--- src/rtl/uart_tx_arb.sv ---
// Round-robin arbiter sharing one UART TX datapath among N_REQ byte producers.
// Optional frame timeout compiled in with `define UART_TX_ARB_TIMEOUT_EN.
module uart_tx_arb #(
  parameter int          N_REQ    = 4,
  parameter logic [19:0] BAUD_MIN = 20'd15,
  parameter logic [23:0] TIMEOUT  = 24'd2_000_000
) (
  input  logic               clk,
  input  logic               rst,
  input  logic [N_REQ-1:0]   req_valid,
  input  logic [8*N_REQ-1:0] req_data,
  output logic [N_REQ-1:0]   req_ready,
  input  logic [19:0]        baud,
  input  logic [9:0]         tx_bit_cnt,
  output logic               tx_sel,
  output logic               tx_set,
  output logic [7:0]         tx_din,
  output logic [2:0]         gnt_id,
  output logic               busy,
  output logic               done,
  output logic               err
);

  if (N_REQ < 2 || N_REQ > 8) begin : g_bad_nreq
    $error("uart_tx_arb: N_REQ must be in 2..8");
  end
  if (TIMEOUT == 24'd0) begin : g_bad_timeout
    $error("uart_tx_arb: TIMEOUT must be nonzero");
  end

  typedef enum logic [1:0] {IDLE, SEND, DRAIN} state_t;

  state_t      state, state_nxt;
  logic        abort_q, abort_nxt;
  logic [2:0]  ptr, ptr_nxt;
  logic        baud_ok;
  logic [7:0]  valid8;
  logic [63:0] data8;
  logic        win_found;
  logic [2:0]  win_idx;
  logic        accept;
  logic        timeout_hit;

  assign baud_ok = (baud >= BAUD_MIN);
  // Zero-padded views so 3-bit indices always address a full 8-entry range.
  assign valid8  = 8'(req_valid);
  assign data8   = 64'(req_data);

  always_comb begin
    logic [3:0] pos;
    win_found = 1'b0;
    win_idx   = 3'd0;
    pos       = 4'd0;
    for (int k = 0; k < N_REQ; k++) begin
      pos = {1'b0, ptr} + 4'(k);
      if (pos >= 4'(N_REQ)) pos = pos - 4'(N_REQ);
      if (!win_found && valid8[pos[2:0]]) begin
        win_found = 1'b1;
        win_idx   = pos[2:0];
      end
    end
  end

  assign accept  = (state == IDLE) && baud_ok && win_found;
  assign ptr_nxt = (win_idx == 3'(N_REQ - 1)) ? 3'd0 : win_idx + 3'd1;

  always_comb begin
    for (int i = 0; i < N_REQ; i++) begin
      req_ready[i] = accept && (win_idx == 3'(i));
    end
  end

`ifdef UART_TX_ARB_TIMEOUT_EN
  logic [23:0] timer;

  always_ff @(posedge clk) begin
    if (rst) begin
      timer <= 24'd0;
    end else if (accept) begin
      timer <= 24'd0;
    end else if (state == SEND && timer != 24'hFF_FFFF) begin
      timer <= timer + 24'd1;
    end
  end

  assign timeout_hit = (timer == TIMEOUT - 24'd1);
`else
  assign timeout_hit = 1'b0;
`endif

  // Completion wins over both abort causes when they coincide.
  always_comb begin
    state_nxt = state;
    abort_nxt = abort_q;
    case (state)
      IDLE: begin
        if (accept) begin
          state_nxt = SEND;
          abort_nxt = 1'b0;
        end
      end
      SEND: begin
        if (tx_bit_cnt == 10'd10) begin
          state_nxt = DRAIN;
          abort_nxt = 1'b0;
        end else if (!baud_ok || timeout_hit) begin
          state_nxt = DRAIN;
          abort_nxt = 1'b1;
        end
      end
      DRAIN:   state_nxt = IDLE;
      default: state_nxt = IDLE;
    endcase
  end

  always_ff @(posedge clk) begin
    if (rst) begin
      state   <= IDLE;
      abort_q <= 1'b0;
      ptr     <= 3'd0;
      tx_din  <= 8'd0;
      gnt_id  <= 3'd0;
    end else begin
      state   <= state_nxt;
      abort_q <= abort_nxt;
      if (accept) begin
        ptr    <= ptr_nxt;
        tx_din <= data8[{win_idx, 3'b000} +: 8];
        gnt_id <= win_idx;
      end
    end
  end

  // DRAIN keeps select high with set low so the TX core clears its counter.
  assign tx_sel = (state != IDLE);
  assign tx_set = (state == SEND);
  assign busy   = (state != IDLE);
  assign done   = (state == DRAIN) && !abort_q;
  assign err    = (state == DRAIN) && abort_q;

endmodule

--- config.mk ---
export PLATFORM = sky130hd
export DESIGN_NAME = uart_tx_arb
export DESIGN_NICKNAME = d
export VERILOG_FILES = /design/src/rtl/uart_tx_arb.sv
export SDC_FILE = /design/constraint.sdc
export NUM_CORES = 1
export LEC_CHECK = 0
export CORE_MARGIN = 4
export CORE_UTILIZATION = 35
export DETAILED_ROUTE_END_ITERATION = 16
export PLACE_DENSITY = 0.79
export REMOVE_ABC_BUFFERS = 1
export SYNTH_ARGS = -nofsm -noshare
export SYNTH_HDL_FRONTEND = slang
export SYNTH_SLANG_ARGS = --single-unit
--- constraint.sdc ---
create_clock -name clk -period 3.9 [get_ports clk]
set_input_delay 0.585 -clock clk [delete_from_list [all_inputs] [get_ports clk]]
set_output_delay 0.585 -clock clk [all_outputs]
set_load 0.1 [all_outputs]
Word-level counts from Yosys, hierarchy flattened --
Index checks and enable logic that the tools add are counted.
Operators by class: add/sub/neg operators 8, multipliers 0, div/mod/pow operators 0, $lt $le $gt $ge 9, equality and inequality tests 8, shift-type cells 1, multiplexer cells 29, bitwise operators 0, reductions and logical operators 21
Operators by type and width (count):
- $shiftx A64 B7 Y8 | 1
- $mux W3 | 9
- $ge A20 B4 Y1 const B | 1
- $lt A3 B4 Y1 const B | 4
- $bmux W1 S3 | 4
- $ge A4 B3 Y1 const B | 3
- $sub A3 B3 Y3 const B | 4
- $logic_and A1 B1 Y1 | 11
- $mux W1 | 11
- $eq A10 B4 Y1 const B | 1
- $add A3 B2 Y4 const B | 2
- $eq A3 B2 Y1 const B | 2
- $mux W2 | 3
- $add A3 B1 Y4 const B | 1
- $logic_not A1 Y1 | 4
- $pmux W2 S2 | 1
- $reduce_bool A2 Y1 | 2
- $add A3 B1 Y3 const B | 1
- $eq A3 B1 Y1 const B | 1
- $ge A3 B3 Y1 const B | 1
- $logic_not A3 Y1 | 1
- $ne A3 B2 Y1 const B | 1
- $reduce_and A3 Y1 | 1
- $eq A2 B1 Y1 const B | 1
- other kinds (5) | 5
Storage, ports and cells: flip-flop bits (word level) 17, latch bits 0, bits in writable memories 0, memory bits (read-only) 0, bits of input ports 68, output and inout port bits 20, word-level logic and storage cells 81, memories 0

Depth between registers and ports, before layout --
depth in word-level cells 17, depth in mapped cells 13, mapped depth without buffers 12

Worst setup path after synthesis --
OpenSTA, ideal clock, no wires.
path type register to output, start register ptr[0], end output port req_ready[3], data arrival time 3532 ps, required time 3315 ps, setup slack -217 ps, cell stages (with the launch flop) 13, path buffers 1, path through dfxtp_1 -> buf_6 -> inv_1 -> ha_1 -> mux2_1 -> nor2_1 -> o2bb2ai_1 -> a211oi_2 -> or2_4 -> inv_4 -> ha_1 -> inv_1 -> nor2_1
On the way: longest elaborated chain between the ends 16, elaborated cells between the ends (all ways) 40, classes of those cells add/sub (7); order compare (4); eq/ne (1); mux (20); reduce/logical (8)
Ends and longest elaborated chain:
- start, declared | RTL line 35 | logic [2:0] ptr, ptr_nxt;
- start signal, assigned | RTL line 127 | ptr <= ptr_nxt;
- parallel branches: the longest is 13 deep, another holds $add A3 B1 Y4
- $mux W3 * | RTL line 57 | if (!win_found && valid8[pos[2:0]]) begin
- via win_idx[1] | RTL line 40 | logic [2:0] win_idx;
- $eq A3 B2 Y1 * | RTL line 69 | req_ready[i] = accept && (win_idx == 3'(i));
- $logic_and A1 B1 Y1 * | RTL line 69
- end, declared | RTL line 12 | output logic [N_REQ-1:0] req_ready,
Mark *: on every way through the listed nets, which the timed path passes. The select of a mux whose other input is x is not followed.

Final worst setup path --
start input port req_valid[3], end output port req_ready[3]
On the way: longest elaborated chain between the ends 14, elaborated cells between the ends (all ways) 25, classes of those cells eq/ne (1); mux (16); reduce/logical (8)
Ends and longest elaborated chain:
- start, declared | RTL line 10 | input logic [N_REQ-1:0] req_valid,
- $bmux W1 S3 | RTL line 57
- $mux W1 (not written as such) | RTL line 57
- $mux W1 | RTL line 57
- $logic_not A1 Y1 | RTL line 57
- $logic_and A1 B1 Y1 | RTL line 57
- $mux W1 | RTL line 57
- $logic_not A1 Y1 | RTL line 57
- $logic_and A1 B1 Y1 | RTL line 57
- $mux W1 | RTL line 57
- $logic_not A1 Y1 | RTL line 57
- $logic_and A1 B1 Y1 | RTL line 57
- $mux W3 * | RTL line 57
- via win_idx[1] | RTL line 40
- $eq A3 B2 Y1 * | RTL line 69
- $logic_and A1 B1 Y1 * | RTL line 69
The timed path passes the listed nets; every way through them passes the cells marked *. The select of a mux whose other input is x is not followed.

==> flow_metrics.env <==
export IMPL_status="finished, final reports clean"
export IMPL_routed_top_layer="met4"
export IMPL_setup_viol=0
export IMPL_wl_per_cell_microns=14.9
export IMPL_start_util=0.375
export IMPL_slew_headroom=0.334
export IMPL_vias_per_cell=5.19
export IMPL_p_per_area_mw_per_mm2=831
export IMPL_hold_viol_final=0
export IMPL_fmax_mhz=278
export IMPL_ctsLongestPathBuffers=2
export IMPL_leakagePower_nw=0.879
export IMPL_ys_seq_area_frac=0.262
export IMPL_async_flop_share=0
export IMPL_h_tree_depth=1
export IMPL_vias=1396
export IMPL_hp_class="register to register"
export IMPL_syn2layout_area_growth_pct=76.8
export IMPL_rsz0062_at_grt="no"
export IMPL_path_max_fanout=10
export IMPL_drtIter0Drc=49
export IMPL_die_h_microns=69.0
export IMPL_numCtsBuffers=3
export IMPL_grt_pass1_wl_mm=5.82
export IMPL_nets=298
export IMPL_dp_slack_ns=0.302
export IMPL_layout_setup_ws_ns=0.309
export IMPL_fin_skew_ns=0.00190
export IMPL_grt_pass1_vias=1402
export IMPL_synth_area_leader_cell="dfxtp_1"
export IMPL_max_cap_violations=0
export IMPL_antenna_found_initial=0
export IMPL_wl_met1_mm=1.43
export IMPL_wl_mm=4.00
export IMPL_netlist_area_sq_mm=0.00130
export IMPL_cp_arrival_ns=3.01
export IMPL_yosysWarningCount=0
export IMPL_die_w_microns=69.0
export IMPL_insertion_delay_ns=0.25
export IMPL_slew_violations=0
export IMPL_grt_util_all_layers=0.162
export IMPL_grt_max_degree=19
export IMPL_ioPinCount=88
export IMPL_synth_cell_types=46
export IMPL_placeableCoreArea_sq_mm=0.00347
export IMPL_drive_above_1_share=0.135
export IMPL_ctsHoldBuffers=0
export IMPL_ys_flop_type="dfxtp_1"
export IMPL_ir_worst_vdd_mv=0.610
export IMPL_hpwlAfterDp_mm=3.31
export IMPL_yosys_register_bits=17
export IMPL_clk_pin_slew_ns=0.06
export IMPL_finalCritPeriodShare=0.921
export IMPL_wl_met2_mm=2.20
export IMPL_row_count=21
export IMPL_port_buffers=87
export IMPL_first_pass_iters=5
export IMPL_n_antenna_cell=0
export IMPL_cts_tree="done"
export IMPL_place_congestion=0.720
export IMPL_finalSetupTns_ns=0
export IMPL_cp_data_required_time_ns=3.31
export IMPL_critPathLaunchType="input port"
export IMPL_drcViolationCount=0
export IMPL_synth_edf_count=0
export IMPL_root_buffer="clkbuf_8"
export IMPL_path_class="input port to output pin"
export IMPL_avgSynthCellArea_sq_um=9.64
export IMPL_cts_resized=0
export IMPL_period_needed_ns=3.59
export IMPL_post_cts_setup_buffers=0
export IMPL_gr_total_overflow=0
export IMPL_worstSetupEndpointType="output pin"
export IMPL_synth_top_area_frac=0.262
export IMPL_synthTopCellsByArea="dfxtp_1 (26%), mux4_2 (16%), ha_1 (5.8%), a22o_1 (5.4%), nor2_1 (4.9%)"
export IMPL_dieArea_sq_mm=0.00476
export IMPL_met3_length_microns=356
export IMPL_clock_sinks=17
export IMPL_postRouteAntennaNets=0
export IMPL_netlist_instances=135
export IMPL_worst_slew_pin_slew_ns=0.996
==> cell usage in the layout, fill, tap and decap left out, types with 2 or more instances in the layout <==
master           count
a21oi_1              4
a22o_1               8
and3_1               2
and3b_1              3
buf_12               4
buf_4                3
clkbuf_8             3
clkdlybuf4s50_1     83
dfxtp_1             17
ha_1                 6
inv_1                7
mux2i_1              4
mux4_2               9
nand2_1              2
nand2b_1             2
nand3_1              2
nand4_1              2
nor2_1              17
nor2b_1              9
nor3_1               2
nor3b_1              3
nor4_1               5
o22ai_1              2
==> state kept, by name (all words and copies together), names as in the netlist <==
name and cells:
tx_din 8, gnt_id 3, state 2, abort_q 1
ptr 3
==> worst paths after layout <==
path,start,end,slack [ns],depth (start not counted)
worst min register to register,gnt_id[1]$_SDFFE_PP0P_,gnt_id[1]$_SDFFE_PP0P_,0.49,2
worst max-delay path,req_valid[3],req_ready[3],0.31,11
worst max register to register,ptr[1]$_SDFFE_PP0P_,tx_din[4]$_SDFFE_PP0P_,1.06,9
worst min-delay path,gnt_id[1]$_SDFFE_PP0P_,gnt_id[1]$_SDFFE_PP0P_,0.49,2
==> metal layers <==
layer,vias up,track usage
met4,0,0.0389
met3,3,0.0405
met5,-,0
met2,56,0.332
met1,652,0.158
li1,685,-
==> through the flow <==
step	hold slack, ns	area [sq um]	utilization	std cells	power, mW
floorplan	0.480	1260	-	129	1.38
global placement	0.471	2260	0.650	265	1.76
detailed placement	0.476	2260	0.650	265	1.79
CTS	0.491	2300	0.663	269	1.93
global route	0.514	2300	0.663	269	2.01
finish	0.487	2300	0.663	269	1.91
==> power breakdown <==
group / internal, mW / switching (mW) / leakage [nW]
Sequential: 0.232 / 0.0281 / 0.140
Clock: 0.0726 / 0.0584 / 0.0228
Combinational: 0.556 / 0.966 / 0.717
==> logic make-up after synthesis <==
| family | share of synthesized area |
|---|---|
| multiplexers | 0.214 |
| AO/OA/AOI/OAI | 0.171 |
| flip-flops | 0.262 |
| adder cells (fa/ha/maj) | 0.0577 |
| buffers and inverters | 0.0596 |
| AND/OR/NAND/NOR | 0.236 |
==> worst max-delay path: stages <==
cell and delay, ns:
clkdlybuf4s50_1 0.49, mux4_2 0.50, o21ai_2 0.11, nor2_1 0.07
and3_1 0.18, or2_4 0.28, inv_4 0.13, ha_1 0.22
inv_1 0.05, nor2_1 0.19, buf_12 0.21
==> Yosys cell counts, types with 2 or more instances <==
cell	number
a22o_1	8
nor2_1	17
nor3b_1	3
and3_1	2
nand2_1	2
nor4_1	5
dfxtp_1	17
o22ai_1	2
nor2b_1	9
clkbuf_1	2
mux2i_1	4
nand4_1	2
nand2b_1	2
mux4_2	9
inv_1	7
and3b_1	3
nor3_1	2
nand3_1	2
ha_1	6
buf_2	2
a21oi_1	4
==> layout make-up <==
class / count / area [sq um]
timing repair buffer: 90 / 933
tap: 46 / 57.6
sequential: 17 / 340
inverter: 9 / 41.3
multi-input combinational: 103 / 883
fill: 273 / 1170
clock buffer: 4 / 45.0
(Power assumes the default switching activity.)
